<file path="config.mk">
export PLATFORM = sky130hd
export DESIGN_NAME = mpu401_midi_port
export DESIGN_NICKNAME = d
export VERILOG_FILES = /design/src/rtl/mpu401_midi_port.sv
export SDC_FILE = /design/constraint.sdc
export NUM_CORES = 1
export LEC_CHECK = 0
export CORE_MARGIN = 2
export CORE_UTILIZATION = 58
export DETAILED_ROUTE_END_ITERATION = 6
export DONT_BUFFER_PORTS = 1
export PLACE_DENSITY_LB_ADDON = 0.1
export SLEW_MARGIN = 20
export SYNTH_ARGS = -nofsm -noshare
export SYNTH_HDL_FRONTEND = slang
export SYNTH_SLANG_ARGS = --single-unit
</file>
<file path="constraint.sdc">
create_clock -name clk -period 3.8 [get_ports clk]
set_input_delay 0.76 -clock clk [delete_from_list [all_inputs] [get_ports clk]]
set_output_delay 0.76 -clock clk [all_outputs]
set_load 0.03 [all_outputs]
</file>
<file path="src/rtl/mpu401_midi_port.sv">
// rtl/mpu401_midi_port.sv - MPU-401 compatible MIDI port with 8N1 serialiser/deserialiser and RX/TX FIFOs
module mpu401_midi_port #(
    parameter int CLK_DIV       = 1600,
    parameter int RX_DEPTH_LOG2 = 4,
    parameter int TX_DEPTH_LOG2 = 4
) (
    input  logic       clk,
    input  logic       reset,
    input  logic       address,
    input  logic       write,
    input  logic [7:0] writedata,
    input  logic       read,
    output logic [7:0] readdata,
    input  logic       cs,
    input  logic       rx,
    output logic       tx,
    output logic       irq,
    output logic       rx_overrun
);

    localparam int CW = $clog2(CLK_DIV);
    localparam logic [CW-1:0] BIT_END  = CW'(CLK_DIV - 1);
    localparam logic [CW-1:0] HALF_END = CW'(CLK_DIV / 2 - 1);
    localparam int RXD = 2 ** RX_DEPTH_LOG2;
    localparam int TXD = 2 ** TX_DEPTH_LOG2;

    typedef enum logic [1:0] {S_IDLE, S_START, S_DATA, S_STOP} ser_state_t;

    logic data_rd, status_rd, data_wr, cmd_wr, flush;
    logic ack_pending, uart_mode;

    assign data_rd   = cs & read & ~address;
    assign status_rd = cs & read & address;
    assign data_wr   = cs & write & ~address;
    assign cmd_wr    = cs & write & address;
    assign flush     = cmd_wr & (writedata == 8'hFF);

    // RX FIFO
    logic [7:0]             rx_mem [RXD];
    logic [RX_DEPTH_LOG2:0] rx_wp, rx_rp;
    logic                   rx_empty, rx_full, rx_pop, rx_push, rx_lose;
    logic                   rx_done, rx_frame_ok;
    logic [7:0]             rx_shift;

    assign rx_empty = (rx_wp == rx_rp);
    assign rx_full  = (rx_wp[RX_DEPTH_LOG2] != rx_rp[RX_DEPTH_LOG2]) &&
                      (rx_wp[RX_DEPTH_LOG2-1:0] == rx_rp[RX_DEPTH_LOG2-1:0]);
    assign rx_pop   = data_rd & ~ack_pending & ~rx_empty;
    // A concurrent pop frees the slot, so a full FIFO still accepts the byte.
    assign rx_push  = rx_done & rx_frame_ok & (~rx_full | rx_pop) & ~flush;
    assign rx_lose  = rx_done & ~flush & (~rx_frame_ok | (rx_full & ~rx_pop));

    always_ff @(posedge clk) begin
        if (rx_push)
            rx_mem[rx_wp[RX_DEPTH_LOG2-1:0]] <= rx_shift;
    end

    always_ff @(posedge clk) begin
        if (reset || flush) begin
            rx_wp <= '0;
            rx_rp <= '0;
        end else begin
            if (rx_push) rx_wp <= rx_wp + 1'b1;
            if (rx_pop)  rx_rp <= rx_rp + 1'b1;
        end
    end

    // TX FIFO
    logic [7:0]             tx_mem [TXD];
    logic [TX_DEPTH_LOG2:0] tx_wp, tx_rp;
    logic                   tx_empty, tx_full, tx_push, tx_pop;
    logic [7:0]             tx_head;
    ser_state_t             tx_state;
    logic [CW-1:0]          tx_cnt;

    assign tx_empty = (tx_wp == tx_rp);
    assign tx_full  = (tx_wp[TX_DEPTH_LOG2] != tx_rp[TX_DEPTH_LOG2]) &&
                      (tx_wp[TX_DEPTH_LOG2-1:0] == tx_rp[TX_DEPTH_LOG2-1:0]);
    assign tx_push  = data_wr & ~tx_full;
    assign tx_head  = tx_mem[tx_rp[TX_DEPTH_LOG2-1:0]];
    assign tx_pop   = ~tx_empty & ((tx_state == S_IDLE) ||
                                   (tx_state == S_STOP && tx_cnt == BIT_END));

    always_ff @(posedge clk) begin
        if (tx_push)
            tx_mem[tx_wp[TX_DEPTH_LOG2-1:0]] <= writedata;
    end

    always_ff @(posedge clk) begin
        if (reset) begin
            tx_wp <= '0;
            tx_rp <= '0;
        end else begin
            if (tx_push) tx_wp <= tx_wp + 1'b1;
            if (tx_pop)  tx_rp <= tx_rp + 1'b1;
        end
    end

    // Bus registers
    always_ff @(posedge clk) begin
        if (reset) begin
            readdata    <= 8'h00;
            ack_pending <= 1'b0;
            uart_mode   <= 1'b0;
            rx_overrun  <= 1'b0;
        end else begin
            if (status_rd) begin
                readdata <= {~(ack_pending | ~rx_empty), tx_full, 6'b0};
            end else if (data_rd) begin
                if (ack_pending) begin
                    readdata    <= 8'hFE;
                    ack_pending <= 1'b0;
                end else if (!rx_empty) begin
                    readdata <= rx_mem[rx_rp[RX_DEPTH_LOG2-1:0]];
                end else begin
                    readdata <= 8'hFF;
                end
            end
            if (cmd_wr) begin
                ack_pending <= ~uart_mode;
                if (writedata == 8'hFF) begin
                    uart_mode  <= 1'b0;
                    rx_overrun <= 1'b0;
                end else if (writedata == 8'h3F) begin
                    uart_mode <= 1'b1;
                end
            end
            if (rx_lose) rx_overrun <= 1'b1;
        end
    end

    assign irq = ack_pending | ~rx_empty;

    // RX deserialiser
    logic          rx_s1, rx_s2, rx_prev;
    ser_state_t    rx_state;
    logic [CW-1:0] rx_cnt;
    logic [2:0]    rx_bit;

    always_ff @(posedge clk) begin
        if (reset) begin
            rx_s1       <= 1'b1;
            rx_s2       <= 1'b1;
            rx_prev     <= 1'b1;
            rx_state    <= S_IDLE;
            rx_cnt      <= '0;
            rx_bit      <= 3'd0;
            rx_shift    <= 8'h00;
            rx_done     <= 1'b0;
            rx_frame_ok <= 1'b0;
        end else begin
            rx_s1   <= rx;
            rx_s2   <= rx_s1;
            rx_prev <= rx_s2;
            rx_done <= 1'b0;
            case (rx_state)
                S_IDLE: begin
                    rx_cnt <= '0;
                    if (rx_prev && !rx_s2) rx_state <= S_START;
                end
                S_START: begin
                    if (rx_cnt == HALF_END) begin
                        rx_cnt   <= '0;
                        rx_bit   <= 3'd0;
                        rx_state <= rx_s2 ? S_IDLE : S_DATA;
                    end else begin
                        rx_cnt <= rx_cnt + 1'b1;
                    end
                end
                S_DATA: begin
                    if (rx_cnt == BIT_END) begin
                        rx_cnt   <= '0;
                        rx_shift <= {rx_s2, rx_shift[7:1]};
                        if (rx_bit == 3'd7) rx_state <= S_STOP;
                        else                rx_bit   <= rx_bit + 1'b1;
                    end else begin
                        rx_cnt <= rx_cnt + 1'b1;
                    end
                end
                S_STOP: begin
                    if (rx_cnt == BIT_END) begin
                        rx_cnt      <= '0;
                        rx_done     <= 1'b1;
                        rx_frame_ok <= rx_s2;
                        rx_state    <= S_IDLE;
                    end else begin
                        rx_cnt <= rx_cnt + 1'b1;
                    end
                end
                default: rx_state <= S_IDLE;
            endcase
        end
    end

    // TX serialiser; STOP chains straight into START when more data is queued.
    logic [7:0] tx_shift;
    logic [2:0] tx_bit;

    always_ff @(posedge clk) begin
        if (reset) begin
            tx_state <= S_IDLE;
            tx_cnt   <= '0;
            tx_bit   <= 3'd0;
            tx_shift <= 8'h00;
            tx       <= 1'b1;
        end else begin
            case (tx_state)
                S_IDLE: begin
                    tx_cnt <= '0;
                    if (!tx_empty) begin
                        tx_shift <= tx_head;
                        tx       <= 1'b0;
                        tx_state <= S_START;
                    end
                end
                S_START: begin
                    if (tx_cnt == BIT_END) begin
                        tx_cnt   <= '0;
                        tx_bit   <= 3'd0;
                        tx       <= tx_shift[0];
                        tx_state <= S_DATA;
                    end else begin
                        tx_cnt <= tx_cnt + 1'b1;
                    end
                end
                S_DATA: begin
                    if (tx_cnt == BIT_END) begin
                        tx_cnt <= '0;
                        if (tx_bit == 3'd7) begin
                            tx       <= 1'b1;
                            tx_state <= S_STOP;
                        end else begin
                            tx_bit   <= tx_bit + 1'b1;
                            tx       <= tx_shift[1];
                            tx_shift <= {1'b0, tx_shift[7:1]};
                        end
                    end else begin
                        tx_cnt <= tx_cnt + 1'b1;
                    end
                end
                S_STOP: begin
                    if (tx_cnt == BIT_END) begin
                        tx_cnt <= '0;
                        if (!tx_empty) begin
                            tx_shift <= tx_head;
                            tx       <= 1'b0;
                            tx_state <= S_START;
                        end else begin
                            tx_state <= S_IDLE;
                        end
                    end else begin
                        tx_cnt <= tx_cnt + 1'b1;
                    end
                end
                default: tx_state <= S_IDLE;
            endcase
        end
    end

endmodule

</file>
==> impl_results.html, run 1 <==
<table>
<tr><th>Metric</th><th>Value</th></tr>
<tr><th colspan="2">CTS</th></tr>
<tr><td>Post-CTS setup buffer count</td><td>0</td></tr>
<tr><td>Post_cts resized</td><td>0</td></tr>
<tr><td>Clock buffers created by TritonCTS</td><td>37</td></tr>
<tr><td>Maximum root-to-sink buffer count</td><td>3</td></tr>
<tr><td>Worst-path clk slew</td><td>60 ps</td></tr>
<tr><td>Number of H-tree levels</td><td>2</td></tr>
<tr><td>Hold buffer count at cts</td><td>0</td></tr>
<tr><td>Worst-Skew Late Latency</td><td>520 ps</td></tr>
<tr><td>Clock root buffer</td><td>sky130_fd_sc_hd__clkbuf_16</td></tr>
<tr><td>TritonCTS clock tree</td><td>done</td></tr>
<tr><td>CTS sink count</td><td>349</td></tr>
<tr><th colspan="2">Timing</th></tr>
<tr><td>Final worst-path cycle share</td><td>76.1%</td></tr>
<tr><td>Final number of max-transition violations</td><td>0</td></tr>
<tr><td>Remaining max-slew budget at the tightest pin</td><td>31.1%</td></tr>
<tr><td>Clk_skew</td><td>14.4 ps</td></tr>
<tr><td>Slew at the pin with the worst max-slew slack</td><td>1030 ps</td></tr>
<tr><td>Fin Setup TNS</td><td>0 ps</td></tr>
<tr><td>RSZ-0062 raised after global routing</td><td>no</td></tr>
<tr><td>Highest Clock Rate</td><td>0.346 GHz</td></tr>
<tr><td>Total of endpoints with negative setup slack in the final report</td><td>0</td></tr>
<tr><td>Final hold vios</td><td>0</td></tr>
<tr><td>Period minus WS final</td><td>2890 ps</td></tr>
<tr><td>Smallest hold slack</td><td>310 ps</td></tr>
<tr><th colspan="2">Drt</th></tr>
<tr><td>Total wire length</td><td>30.3 mm</td></tr>
<tr><td>Post-detailed-route count of antenna-violating nets</td><td>0</td></tr>
<tr><td>Per-cell routed wire length</td><td>23.1 um</td></tr>
<tr><td>Via/cell ratio</td><td>6.21</td></tr>
<tr><td>Total iterations of the first detailed-routing run</td><td>5</td></tr>
<tr><td>Remaining routing DRC violations</td><td>0</td></tr>
<tr><td>Routed vias</td><td>8,145</td></tr>
<tr><td>First DRT Iteration DRCs</td><td>824</td></tr>
<tr><th colspan="2">Final layout</th></tr>
<tr><td>Share of final-layout standard cells stronger than drive strength 1</td><td>16.5%</td></tr>
<tr><td>Final non-filler cell total</td><td>1,312</td></tr>
<tr><td>Core occupancy in the finished layout</td><td>65.3%</td></tr>
<tr><td>Sequential cell area</td><td>9550 um2</td></tr>
<tr><td>Number of inserted filler cells in the final layout</td><td>1,733</td></tr>
<tr><td>Final net count</td><td>998</td></tr>
<tr><td>Area occupied by multi-input gates</td><td>4440 um2</td></tr>
<tr><td>Commonest cells after routing, fill and taps aside</td><td>sky130_fd_sc_hd__edfxtp_1 (256), sky130_fd_sc_hd__dfxtp_1 (91), sky130_fd_sc_hd__nor2_1 (67), sky130_fd_sc_hd__nand2_1 (56), sky130_fd_sc_hd__mux4_2 (56)</td></tr>
<tr><td>Area growth from synthesis to final layout</td><td>11.1%</td></tr>
<tr><td>Most common cell after layout, fill and taps aside</td><td>sky130_fd_sc_hd__edfxtp_1</td></tr>
<tr><td>Ant. Diodes</td><td>0</td></tr>
<tr><th colspan="2">Die</th></tr>
<tr><td>I/O pin cnt</td><td>26</td></tr>
<tr><td>Placeable core area</td><td>24,200 um2</td></tr>
<tr><td>Vertical extent of the die</td><td>161 um</td></tr>
<tr><td>Starting density of the core</td><td>58.8%</td></tr>
<tr><td>Die footprint</td><td>25,800 um2</td></tr>
<tr><td>Row count</td><td>57</td></tr>
<tr><td>Die outline width</td><td>161 um</td></tr>
<tr><th colspan="2">Placed design</th></tr>
<tr><td>Placer's final routability congestion estimate</td><td>0.831</td></tr>
<tr><td>Post-detailed-placement half-perimeter wirelength</td><td>20.2 mm</td></tr>
<tr><td>Count of buffers inserted at the top-level ports</td><td>0</td></tr>
<tr><td>Number of placed cells counting well taps</td><td>1,246</td></tr>
<tr><th colspan="2">Power</th></tr>
<tr><td>Switching share of power</td><td>23.2%</td></tr>
<tr><td>Part of the power in registers</td><td>49.1%</td></tr>
<tr><td>Maximum resistive drop on vdd</td><td>0.474 mV</td></tr>
<tr><td>Cell-internal power</td><td>6.69 mW</td></tr>
<tr><td>Leakage power</td><td>5.18 nW</td></tr>
<tr><td>Net switching power of the design</td><td>2.02 mW</td></tr>
<tr><td>Post-route total power</td><td>8.70 mW</td></tr>
<tr><td>Part of the power in combinational logic</td><td>8.8%</td></tr>
<tr><td>Power density normalized to cell area</td><td>550 nW/um2</td></tr>
<tr><td>Clk pwr share</td><td>42.1%</td></tr>
<tr><th colspan="2">Worst setup path</th></tr>
<tr><td>CP Class</td><td>flip-flop to primary output</td></tr>
<tr><td>R2r setup slk</td><td>1210 ps</td></tr>
<tr><td>Setup crit start</td><td>rx_wp[3]$_SDFFE_PP0P_</td></tr>
<tr><td>Delay of the slowest cell on the worst path</td><td>610 ps</td></tr>
<tr><td>Maximum fanout encountered on the critical timing path</td><td>8</td></tr>
<tr><td>End of the worst register-to-register path</td><td>tx_shift[6]$_SDFFE_PP0P_</td></tr>
<tr><td>Worst path depth</td><td>3</td></tr>
<tr><td>Worst EP required</td><td>3040 ps</td></tr>
<tr><td>Endpoint kind of the worst setup timing path</td><td>primary output</td></tr>
<tr><td>Slowest CP cell</td><td>sky130_fd_sc_hd__or3_1</td></tr>
<tr><td>Worst R2R Path Depth</td><td>5</td></tr>
<tr><td>Arrival time of the worst setup path</td><td>2130 ps</td></tr>
<tr><td>Startpoint kind of the worst setup timing path</td><td>flip-flop</td></tr>
<tr><td>Reg-to-reg startpoint</td><td>tx_cnt[6]$_SDFF_PP0_</td></tr>
<tr><td>Series of cell instances along the critical path</td><td>xnor2_1 -&gt; nand4_1 -&gt; or3_1</td></tr>
<tr><td>Gate family responsible for the most delay along the worst path</td><td>simple AND/OR/NAND/NOR gates</td></tr>
<tr><td>Buffers &amp; Inverters on Critical Path</td><td>0</td></tr>
<tr><th colspan="2">Logic synthesis</th></tr>
<tr><td>Avg Inst Size Synth</td><td>14.9 um2</td></tr>
<tr><td>Ys flop type</td><td>sky130_fd_sc_hd__edfxtp_1</td></tr>
<tr><td>Number of cells produced by synthesis</td><td>954</td></tr>
<tr><td>Count of flip-flops with a built-in enable after synthesis</td><td>256</td></tr>
<tr><td>Post-synth ARST share</td><td>0%</td></tr>
<tr><td>Summed instance area of the synthesized netlist</td><td>14,300 um2</td></tr>
<tr><td>Net count of the mapped netlist</td><td>991</td></tr>
<tr><td>Count of state elements after synthesis</td><td>349</td></tr>
<tr><td>Count of unique library cells instantiated by Yosys</td><td>57</td></tr>
<tr><td>Synthesis warning total</td><td>0</td></tr>
<tr><td>Share of synthesized area occupied by flip-flops and latches</td><td>67.0%</td></tr>
<tr><th colspan="2">Hold path</th></tr>
<tr><td>Worst-case hold path end point</td><td>tx_state[1]$_SDFFE_PP0P_</td></tr>
<tr><td>Launch point of the worst hold path</td><td>reset</td></tr>
<tr><td>Hold depth</td><td>1</td></tr>
<tr><td>Min-Delay Path Class</td><td>input pin to flip-flop</td></tr>
<tr><th colspan="2">Global routing</th></tr>
<tr><td>Via count of the first global-routing pass</td><td>8,288</td></tr>
<tr><td>Combined global-route utilization of all metal layers</td><td>23.9%</td></tr>
<tr><td>Number of antenna violations at the first check in global routing</td><td>0</td></tr>
<tr><td>Sum of overflow across all layers after global routing</td><td>0</td></tr>
<tr><td>Wire length of the first global-routing pass</td><td>46.7 mm</td></tr>
<tr><td>Largest net degree at the start of global routing</td><td>49</td></tr>
<tr><th colspan="2">Status</th></tr>
<tr><td>Status</td><td>completed</td></tr>
<tr><th colspan="2">Run</th></tr>
<tr><td>Number of violations of the max-capacitance limit</td><td>0</td></tr>
</table>
-- power groups by stage --
stage / sequential, mW / clock (mW) / combinational [mW]
2_1_floorplan: 4.29 / 0 / 0.606
3_3_place_gp: 4.35 / 0 / 0.716
6_report: 4.27 / 3.67 / 0.764
3_5_place_dp: 4.36 / 0 / 0.742
4_1_cts: 4.27 / 3.73 / 0.748
5_1_grt: 4.29 / 3.87 / 0.830
-- cells in the mapped netlist (6+ instances only) --
library cell                 n  area (um2)
sky130_fd_sc_hd__dfxtp_1    93        1860
sky130_fd_sc_hd__mux4_2     56        1260
sky130_fd_sc_hd__nand2b_1    6        37.5
sky130_fd_sc_hd__o31ai_1     7        52.6
sky130_fd_sc_hd__mux2i_1    15         150
sky130_fd_sc_hd__o22ai_1     7        43.8
sky130_fd_sc_hd__clkbuf_1   38         143
sky130_fd_sc_hd__or4_1       6        45.0
sky130_fd_sc_hd__or2_2       7        43.8
sky130_fd_sc_hd__xor2_1     11        96.3
sky130_fd_sc_hd__and3_1     30         188
sky130_fd_sc_hd__nand2_1    56         210
sky130_fd_sc_hd__xnor2_1    26         228
sky130_fd_sc_hd__nor2b_1    23         144
sky130_fd_sc_hd__o41ai_1     6        52.6
sky130_fd_sc_hd__buf_1       6        22.5
sky130_fd_sc_hd__a211oi_1   26         195
sky130_fd_sc_hd__nand4_1     9        56.3
sky130_fd_sc_hd__nand3_1    17        85.1
sky130_fd_sc_hd__ha_1       22         275
sky130_fd_sc_hd__nor3_1     14        70.1
sky130_fd_sc_hd__mux2_2     15         169
sky130_fd_sc_hd__nor2_1     67         251
sky130_fd_sc_hd__inv_1      22        82.6
sky130_fd_sc_hd__o21ai_0    13        65.1
sky130_fd_sc_hd__edfxtp_1  256        7690
sky130_fd_sc_hd__a21oi_1    30         150
-- state kept, by name (all words and copies together) (netlist names), 3 cells and up, named ones only --
signal    cells
tx_shift      8
rx_cnt       11
tx_rp         5
tx_bit        3
rx_mem      128
rx_bit        3
tx_mem      128
rx_shift      8
tx_wp         5
readdata      8
tx_cnt       11
rx_wp         5
rx_rp         5
-- through the flow --
| stage | cell area, um2 | worst slack (ps) |
|---|---|---|
| 3_3_place_gp | 14600 | 1080 |
| 2_1_floorplan | 14300 | 209 |
| 3_5_place_dp | 14600 | 1060 |
| 4_1_cts | 15800 | 915 |
| 5_1_grt | 15800 | 805 |
| 6_report | 15800 | 910 |
-- cell type report --
cell class / count / area share [%]
Clock buffer: 44 / 6.35
Clock inverter: 22 / 1.53
Inverter: 22 / 0.522
Multi-Input combinational cell: 537 / 28.0
Sequential cell: 349 / 60.3
Tap cell: 324 / 2.56
Timing Repair Buffer: 14 / 0.664
-- how the worst max path moves through the flow --
stage                              end  slack (ps)
2_1_floorplan  rx_mem[15][0]$_DFFE_PP_         210
3_3_place_gp    rx_mem[7][2]$_DFFE_PP_        1080
3_5_place_dp    rx_mem[7][4]$_DFFE_PP_        1060
4_1_cts                            irq         910
5_1_grt                            irq         800
6_report                           irq         910
-- kinds of logic after synthesis --
| family | count (synthesis) | share of synthesized area (%) |
|---|---|---|
| mux | 86 | 11.1 |
| flops | 349 | 67.0 |
| buf+inv | 68 | 1.90 |
| fa+ha+maj | 22 | 1.93 |
| xor+xnor | 37 | 2.27 |
| compound gates | 124 | 6.03 |
| simple gates | 268 | 9.77 |
-- worst reg2reg max path: stages (launching register included) --
cell and delay (ps):
sky130_fd_sc_hd__dfxtp_1 340, sky130_fd_sc_hd__or4b_4 550, sky130_fd_sc_hd__or4_4 450, sky130_fd_sc_hd__or4b_4 570
sky130_fd_sc_hd__and2_4 230, sky130_fd_sc_hd__o311a_1 340
-- metal layers --
metal  global-route usage [%]  vias to the layer above  part of all wire [%]
met5                        0                        -                     0
met4                     5.88                        0                   1.5
met3                     6.38                       36                   8.2
met2                     37.7                      268                    47
met1                     33.7                     4147                    43
li1                         -                     3694                     -
Note: power is estimated with default switching activity, not from simulation.
==> run 2: changes to the inputs <==
- clock period: 3.8 -> 2.9 ns (I/O delays scaled with it)
==> impl_results.html, run 2 (synthesis gave the netlist of run 1 again) <==
<table>
<tr><th>Metric</th><th>Value</th></tr>
<tr><th colspan="2">Status</th></tr>
<tr><td>Status</td><td>completed</td></tr>
<tr><th colspan="2">CTS</th></tr>
<tr><td>Hold buffer count at cts</td><td>0 (unchanged)</td></tr>
<tr><td>Post-CTS setup buffer count</td><td>0 (unchanged)</td></tr>
<tr><td>Post_cts resized</td><td>0 (unchanged)</td></tr>
<tr><td>Clock buffers created by TritonCTS</td><td>37 (unchanged)</td></tr>
<tr><td>Maximum root-to-sink buffer count</td><td>3 (unchanged)</td></tr>
<tr><td>Clock root buffer</td><td>sky130_fd_sc_hd__clkbuf_16</td></tr>
<tr><td>Worst-path clk slew</td><td>60 ps (about the same)</td></tr>
<tr><td>CTS sink count</td><td>349 (unchanged)</td></tr>
<tr><td>Number of H-tree levels</td><td>2 (unchanged)</td></tr>
<tr><td>Worst-Skew Late Latency</td><td>520 ps (about the same)</td></tr>
<tr><td>TritonCTS clock tree</td><td>done</td></tr>
<tr><th colspan="2">Final layout</th></tr>
<tr><td>Core occupancy in the finished layout</td><td>65.5% (+0.18 points)</td></tr>
<tr><td>Ant. Diodes</td><td>0 (unchanged)</td></tr>
<tr><td>Final non-filler cell total</td><td>1,323 (+0.84%)</td></tr>
<tr><td>Area growth from synthesis to final layout</td><td>11.4%</td></tr>
<tr><td>Post-route cell area</td><td>15,900 um2 (+0.27%)</td></tr>
<tr><td>Share of final-layout standard cells stronger than drive strength 1</td><td>17.4% (+0.92 points)</td></tr>
<tr><td>Number of inserted filler cells in the final layout</td><td>1,750 (+0.98%)</td></tr>
<tr><td>Commonest cells after routing, fill and taps aside</td><td>sky130_fd_sc_hd__edfxtp_1 (256), sky130_fd_sc_hd__dfxtp_1 (91), sky130_fd_sc_hd__nor2_1 (67), sky130_fd_sc_hd__nand2_1 (56), sky130_fd_sc_hd__mux4_2 (56)</td></tr>
<tr><td>Most common cell after layout, fill and taps aside</td><td>sky130_fd_sc_hd__edfxtp_1</td></tr>
<tr><td>Sequential cell area</td><td>9550 um2 (unchanged)</td></tr>
<tr><td>Final net count</td><td>1,007 (+0.90%)</td></tr>
<tr><td>Area occupied by multi-input gates</td><td>4440 um2 (unchanged)</td></tr>
<tr><th colspan="2">Die</th></tr>
<tr><td>Starting density of the core</td><td>58.8% (unchanged)</td></tr>
<tr><td>Placeable core area</td><td>24,200 um2 (unchanged)</td></tr>
<tr><td>Die footprint</td><td>25,800 um2 (unchanged)</td></tr>
<tr><td>Row count</td><td>57 (unchanged)</td></tr>
<tr><td>I/O pin cnt</td><td>26 (unchanged)</td></tr>
<tr><td>Vertical extent of the die</td><td>161 um (unchanged)</td></tr>
<tr><td>Die outline width</td><td>161 um (unchanged)</td></tr>
<tr><th colspan="2">Timing</th></tr>
<tr><td>Clk_skew</td><td>24.7 ps (+10.3 ps)</td></tr>
<tr><td>Period minus WS final</td><td>2740 ps</td></tr>
<tr><td>Highest Clock Rate</td><td>0.366 GHz</td></tr>
<tr><td>Slew at the pin with the worst max-slew slack</td><td>1020 ps (-2.38 ps)</td></tr>
<tr><td>Final worst-path cycle share</td><td>94.3%</td></tr>
<tr><td>Final number of max-transition violations</td><td>0 (unchanged)</td></tr>
<tr><td>Fin Setup TNS</td><td>0 ps (unchanged)</td></tr>
<tr><td>Total of endpoints with negative setup slack in the final report</td><td>0 (unchanged)</td></tr>
<tr><td>Final hold vios</td><td>0 (unchanged)</td></tr>
<tr><td>Post-layout worst setup margin</td><td>164 ps (-746 ps)</td></tr>
<tr><td>RSZ-0062 raised after global routing</td><td>no</td></tr>
<tr><td>Remaining max-slew budget at the tightest pin</td><td>31.3% (+0.16 points)</td></tr>
<tr><th colspan="2">Drt</th></tr>
<tr><td>First DRT Iteration DRCs</td><td>781 (-5.2%)</td></tr>
<tr><td>Via/cell ratio</td><td>6.23 (+0.40%)</td></tr>
<tr><td>Remaining routing DRC violations</td><td>0 (unchanged)</td></tr>
<tr><td>Total iterations of the first detailed-routing run</td><td>4 (-1)</td></tr>
<tr><td>Total wire length</td><td>30.9 mm (+1.9%)</td></tr>
<tr><td>Per-cell routed wire length</td><td>23.4 um (+1.0%)</td></tr>
<tr><td>Routed vias</td><td>8,246 (+1.2%)</td></tr>
<tr><td>Post-detailed-route count of antenna-violating nets</td><td>0 (unchanged)</td></tr>
<tr><th colspan="2">Placed design</th></tr>
<tr><td>Dpl ws</td><td>307 ps (-756 ps)</td></tr>
<tr><td>Count of buffers inserted at the top-level ports</td><td>0 (unchanged)</td></tr>
<tr><td>Placer's final routability congestion estimate</td><td>0.885 (+6.5%)</td></tr>
<tr><td>Number of placed cells counting well taps</td><td>1,255 (+0.72%)</td></tr>
<tr><td>Post-detailed-placement half-perimeter wirelength</td><td>20.5 mm (+1.6%)</td></tr>
<tr><td>Cell area after placement</td><td>14,700 um2 (+0.55%)</td></tr>
<tr><th colspan="2">Power</th></tr>
<tr><td>Power density normalized to cell area</td><td>709 nW/um2 (+29%)</td></tr>
<tr><td>Clk pwr share</td><td>41.2% (-0.9 points)</td></tr>
<tr><td>Net switching power of the design</td><td>2.61 mW (+29%)</td></tr>
<tr><td>Maximum resistive drop on vdd</td><td>0.514 mV (+8.4%)</td></tr>
<tr><td>Part of the power in combinational logic</td><td>9.5% (+0.7 points)</td></tr>
<tr><td>Part of the power in registers</td><td>49.3% (+0.2 points)</td></tr>
<tr><td>Cell-internal power</td><td>8.65 mW (+29%)</td></tr>
<tr><td>Switching share of power</td><td>23.2% (about the same)</td></tr>
<tr><td>Leakage power</td><td>5.22 nW (+0.76%)</td></tr>
<tr><th colspan="2">Worst setup path</th></tr>
<tr><td>Endpoint kind of the worst setup timing path</td><td>primary output</td></tr>
<tr><td>Maximum fanout encountered on the critical timing path</td><td>8 (unchanged)</td></tr>
<tr><td>Slowest CP cell</td><td>sky130_fd_sc_hd__or3_1</td></tr>
<tr><td>Delay of the slowest cell on the worst path</td><td>620 ps (about the same)</td></tr>
<tr><td>Startpoint kind of the worst setup timing path</td><td>flip-flop</td></tr>
<tr><td>Arrival time of the worst setup path</td><td>2160 ps (+30 ps)</td></tr>
<tr><td>CP Class</td><td>flip-flop to primary output</td></tr>
<tr><td>Worst EP required</td><td>2320 ps (-720 ps)</td></tr>
<tr><td>Series of cell instances along the critical path</td><td>xnor2_1 -&gt; nand4_1 -&gt; or3_1</td></tr>
<tr><th colspan="2">Global routing</th></tr>
<tr><td>Largest net degree at the start of global routing</td><td>49 (unchanged)</td></tr>
<tr><td>Via count of the first global-routing pass</td><td>8,398 (+1.3%)</td></tr>
<tr><td>Wire length of the first global-routing pass</td><td>47.9 mm (+2.5%)</td></tr>
<tr><td>Combined global-route utilization of all metal layers</td><td>24.5% (+0.55 points)</td></tr>
<tr><td>Number of antenna violations at the first check in global routing</td><td>0 (unchanged)</td></tr>
<tr><td>Sum of overflow across all layers after global routing</td><td>0 (unchanged)</td></tr>
<tr><th colspan="2">Run</th></tr>
<tr><td>Number of violations of the max-capacitance limit</td><td>0 (unchanged)</td></tr>
<tr><th colspan="2">Hold path</th></tr>
<tr><td>Min-Delay Path Class</td><td>input pin to flip-flop</td></tr>
</table>
[run 2: power groups by stage]
stage          clock network (mW)  logic, mW  registers, mW
6_report                     4.64       1.07           5.55
3_3_place_gp                    0       1.02           5.64
4_1_cts                      4.71       1.06           5.54
2_1_floorplan                   0      0.794           5.62
3_5_place_dp                    0       1.05           5.65
5_1_grt                      4.92       1.17           5.56
[run 2: area by class of cell]
class                   count  area share [%]
repair buffers             23            1.17
clock buffers              49            6.57
well taps                 324            2.55
clock inverters            19            1.05
multi-input cells         537            28.0
inverters                  22           0.520
flip-flops and latches    349            60.2
[run 2: worst paths after layout]
| kind | start | endpoint | slack, ps | cells past startpoint |
|---|---|---|---|---|
| worst max-delay path | rx_wp[2]$_SDFFE_PP0P_ | irq | 160 | 3 |
| worst min-delay path | reset | tx_rp[4]$_SDFFE_PP0P_ | 140 | 1 |
| worst max register to register | tx_cnt[6]$_SDFF_PP0_ | tx_shift[6]$_SDFFE_PP0P_ | 300 | 5 |
| worst min register to register | rx_s1$_SDFF_PP1_ | rx_s2$_SDFF_PP1_ | 410 | 1 |
[run 2: routing by layer]
layer,GRT usage (%),vias up,share of wire (%)
met5,0,-,0
met1,36.1,4174,43
li1,-,3714,-
met3,5.40,51,8.1
met2,37.2,307,46
met4,7.06,0,2.1
[run 2: worst max-delay path: cells and delay by family, from the launching register on]
kind | cells | cell delay, ps
flip-flops | 1 | 540
XOR/XNOR | 1 | 190
AND/OR/NAND/NOR | 2 | 920
[run 2: through the flow]
stage,hold WS (ps),power (mW)
floorplan,389,6.41
global placement,397,6.66
detailed placement,398,6.70
CTS,117,11.3
global route,122,11.6
finish,143,11.3
==> run 3: changes to the inputs <==
==> constraint.sdc (replaced) <==
create_clock -name clk -period 2.9 [get_ports clk]
set_input_delay 0.435 -clock clk [delete_from_list [all_inputs] [get_ports clk]]
set_output_delay 0.435 -clock clk [all_outputs]
set_load 0.03 [all_outputs]
==> impl_results.html, run 3 (synthesis gave the netlist of run 1 again) <==
<table>
<tr><th>Metric</th><th>Value</th></tr>
<tr><th colspan="2">CTS</th></tr>
<tr><td>Maximum root-to-sink buffer count</td><td>3 (unchanged)</td></tr>
<tr><td>TritonCTS clock tree</td><td>done</td></tr>
<tr><td>Clock root buffer</td><td>sky130_fd_sc_hd__clkbuf_16</td></tr>
<tr><td>Worst-Skew Late Latency</td><td>510 ps (about the same)</td></tr>
<tr><td>Hold buffer count at cts</td><td>1 (+1)</td></tr>
<tr><td>Number of H-tree levels</td><td>2 (unchanged)</td></tr>
<tr><td>Post-CTS setup buffer count</td><td>0 (unchanged)</td></tr>
<tr><td>Clock buffers created by TritonCTS</td><td>37 (unchanged)</td></tr>
<tr><td>Worst-path clk slew</td><td>60 ps (about the same)</td></tr>
<tr><td>CTS sink count</td><td>349 (unchanged)</td></tr>
<tr><td>Post_cts resized</td><td>0 (unchanged)</td></tr>
<tr><th colspan="2">Timing</th></tr>
<tr><td>Final worst-path cycle share</td><td>89.8% (-4.5 points)</td></tr>
<tr><td>Post-layout worst setup margin</td><td>295 ps (+131 ps)</td></tr>
<tr><td>Fin Setup TNS</td><td>0 ps (unchanged)</td></tr>
<tr><td>Remaining max-slew budget at the tightest pin</td><td>49.9% (+19 points)</td></tr>
<tr><td>Smallest hold slack</td><td>16.4 ps (-126 ps)</td></tr>
<tr><td>Final hold vios</td><td>0 (unchanged)</td></tr>
<tr><td>RSZ-0062 raised after global routing</td><td>no</td></tr>
<tr><td>Slew at the pin with the worst max-slew slack</td><td>750 ps (-274 ps)</td></tr>
<tr><td>Final number of max-transition violations</td><td>0 (unchanged)</td></tr>
<tr><td>Total of endpoints with negative setup slack in the final report</td><td>0 (unchanged)</td></tr>
<tr><td>Highest Clock Rate</td><td>0.384 GHz (+5.0%)</td></tr>
<tr><td>Period minus WS final</td><td>2600 ps (-131 ps)</td></tr>
<tr><td>Clk_skew</td><td>11.7 ps (-13.0 ps)</td></tr>
<tr><th colspan="2">Final layout</th></tr>
<tr><td>Commonest cells after routing, fill and taps aside</td><td>sky130_fd_sc_hd__edfxtp_1 (256), sky130_fd_sc_hd__dfxtp_1 (91), sky130_fd_sc_hd__nor2_1 (67), sky130_fd_sc_hd__nand2_1 (56), sky130_fd_sc_hd__mux4_2 (56)</td></tr>
<tr><td>Final net count</td><td>1,009 (+0.20%)</td></tr>
<tr><td>Ant. Diodes</td><td>0 (unchanged)</td></tr>
<tr><td>Area growth from synthesis to final layout</td><td>11.0%</td></tr>
<tr><td>Post-route cell area</td><td>15,800 um2 (-0.32%)</td></tr>
<tr><td>Share of final-layout standard cells stronger than drive strength 1</td><td>16.9% (-0.53 points)</td></tr>
<tr><td>Most common cell after layout, fill and taps aside</td><td>sky130_fd_sc_hd__edfxtp_1</td></tr>
<tr><td>Final non-filler cell total</td><td>1,319 (-0.30%)</td></tr>
<tr><th colspan="2">Placed design</th></tr>
<tr><td>Number of placed cells counting well taps</td><td>1,256 (+0.080%)</td></tr>
<tr><td>Post-detailed-placement half-perimeter wirelength</td><td>19.9 mm (-2.9%)</td></tr>
<tr><td>Dpl ws</td><td>308 ps (+1.67 ps)</td></tr>
<tr><td>Count of buffers inserted at the top-level ports</td><td>0 (unchanged)</td></tr>
<tr><td>Placer's final routability congestion estimate</td><td>0.940 (+6.2%)</td></tr>
<tr><td>Cell area after placement</td><td>14,700 um2 (+0.14%)</td></tr>
<tr><th colspan="2">Power</th></tr>
<tr><td>Power density normalized to cell area</td><td>699 nW/um2 (-1.5%)</td></tr>
<tr><td>Maximum resistive drop on vdd</td><td>0.721 mV (+40%)</td></tr>
<tr><td>Leakage power</td><td>5.18 nW (-0.67%)</td></tr>
<tr><th colspan="2">Worst setup path</th></tr>
<tr><td>End of the worst register-to-register path</td><td>tx_shift[6]$_SDFFE_PP0P_</td></tr>
<tr><td>Reg-to-reg startpoint</td><td>tx_cnt[6]$_SDFF_PP0_</td></tr>
<tr><td>Endpoint kind of the worst setup timing path</td><td>flip-flop</td></tr>
<tr><td>Worst EP required</td><td>3300 ps (+980 ps)</td></tr>
<tr><td>Series of cell instances along the critical path</td><td>or4b_4 -&gt; or4_4 -&gt; or4b_4 -&gt; and2_4 -&gt; o311a_1</td></tr>
<tr><td>Startpoint kind of the worst setup timing path</td><td>flip-flop</td></tr>
<tr><td>Arrival time of the worst setup path</td><td>3000 ps (+840 ps)</td></tr>
<tr><td>Delay of the slowest cell on the worst path</td><td>570 ps (-50 ps)</td></tr>
<tr><td>CP Class</td><td>flip-flop to flip-flop</td></tr>
<tr><td>Buffers &amp; Inverters on Critical Path</td><td>0 (unchanged)</td></tr>
<tr><td>CP dominant cell by count</td><td>sky130_fd_sc_hd__or4b_4</td></tr>
<tr><td>R2r setup slk</td><td>300 ps (about the same)</td></tr>
<tr><td>Worst R2R Path Depth</td><td>5 (unchanged)</td></tr>
<tr><td>Maximum fanout encountered on the critical timing path</td><td>8 (unchanged)</td></tr>
<tr><td>Slowest CP cell</td><td>sky130_fd_sc_hd__or4b_4</td></tr>
<tr><td>Gate family responsible for the most delay along the worst path</td><td>simple AND/OR/NAND/NOR gates</td></tr>
<tr><th colspan="2">Global routing</th></tr>
<tr><td>Sum of overflow across all layers after global routing</td><td>0 (unchanged)</td></tr>
<tr><td>Wire length of the first global-routing pass</td><td>47.0 mm (-1.9%)</td></tr>
<tr><td>Number of antenna violations at the first check in global routing</td><td>1 (+1)</td></tr>
<tr><td>Largest net degree at the start of global routing</td><td>36 (-27%)</td></tr>
<tr><td>Via count of the first global-routing pass</td><td>8,278 (-1.4%)</td></tr>
<tr><td>Combined global-route utilization of all metal layers</td><td>23.9% (-0.56 points)</td></tr>
<tr><th colspan="2">Die</th></tr>
<tr><td>Starting density of the core</td><td>58.8% (unchanged)</td></tr>
<tr><td>Placeable core area</td><td>24,200 um2 (unchanged)</td></tr>
<tr><td>Vertical extent of the die</td><td>161 um (unchanged)</td></tr>
<tr><td>I/O pin cnt</td><td>26 (unchanged)</td></tr>
<tr><td>Die outline width</td><td>161 um (unchanged)</td></tr>
<tr><td>Row count</td><td>57 (unchanged)</td></tr>
<tr><td>Die footprint</td><td>25,800 um2 (unchanged)</td></tr>
<tr><th colspan="2">Run</th></tr>
<tr><td>Number of violations of the max-capacitance limit</td><td>0 (unchanged)</td></tr>
<tr><th colspan="2">Hold path</th></tr>
<tr><td>Hold depth</td><td>0 (-1)</td></tr>
<tr><td>Worst-case hold path end point</td><td>tx_mem[0][3]$_DFFE_PP_</td></tr>
<tr><td>Launch point of the worst hold path</td><td>writedata[3]</td></tr>
<tr><td>Min-Delay Path Class</td><td>input pin to flip-flop</td></tr>
<tr><th colspan="2">Drt</th></tr>
<tr><td>Remaining routing DRC violations</td><td>0 (unchanged)</td></tr>
<tr><td>Total iterations of the first detailed-routing run</td><td>5 (+1)</td></tr>
<tr><td>Routed vias</td><td>8,188 (-0.70%)</td></tr>
<tr><td>Post-detailed-route count of antenna-violating nets</td><td>0 (unchanged)</td></tr>
<tr><td>Per-cell routed wire length</td><td>23.0 um (-1.7%)</td></tr>
<tr><td>First DRT Iteration DRCs</td><td>769 (-1.5%)</td></tr>
<tr><td>Total wire length</td><td>30.3 mm (-2.0%)</td></tr>
<tr><td>Via/cell ratio</td><td>6.21 (-0.40%)</td></tr>
<tr><th colspan="2">Status</th></tr>
<tr><td>Status</td><td>completed</td></tr>
</table>
## run 3: how the worst max path moves through the flow
stage	startpoint	to	slack [ps]	cells past startpoint
2_1_floorplan	address	rx_mem[15][0]$_DFFE_PP_	60	5
3_3_place_gp	tx_cnt[6]$_SDFF_PP0_	tx_shift[6]$_SDFFE_PP0P_	360	5
3_5_place_dp	tx_cnt[6]$_SDFF_PP0_	tx_shift[6]$_SDFFE_PP0P_	310	5
4_1_cts	tx_cnt[6]$_SDFF_PP0_	tx_shift[6]$_SDFFE_PP0P_	300	5
5_1_grt	tx_cnt[6]$_SDFF_PP0_	tx_shift[6]$_SDFFE_PP0P_	250	5
6_report	tx_cnt[6]$_SDFF_PP0_	tx_shift[6]$_SDFFE_PP0P_	300	5
## run 3: area by class of cell
type | count | area, um2
clock buffer | 45 | 966
multi-input combinational | 537 | 4440
timing repair buffer | 25 | 225
inverter | 22 | 82.6
tap | 324 | 405
clock inverter | 17 | 154
fill | 1729 | 8430
sequential | 349 | 9550
## run 3: per-stage QoR
stage                     power [mW]  util, %
after floorplan                 6.41        -
after global placement          6.66     60.6
after detailed placement        6.70     60.6
after CTS                       11.1     65.3
after global routing            11.4     65.3
final                           11.1     65.3
## run 3: power breakdown
group          switching, mW  internal [mW]  total (mW)
Sequential             0.124           5.43        5.55
Clock                   1.81           2.62        4.43
Combinational          0.648          0.422        1.07
Total                   2.59           8.47        11.1
## run 3: routing by layer
metal	global-route usage [%]	share of wire (%)
met5	0	0
met4	6.21	1.6
met3	4.98	8.3
met2	37.4	47
met1	34.8	43
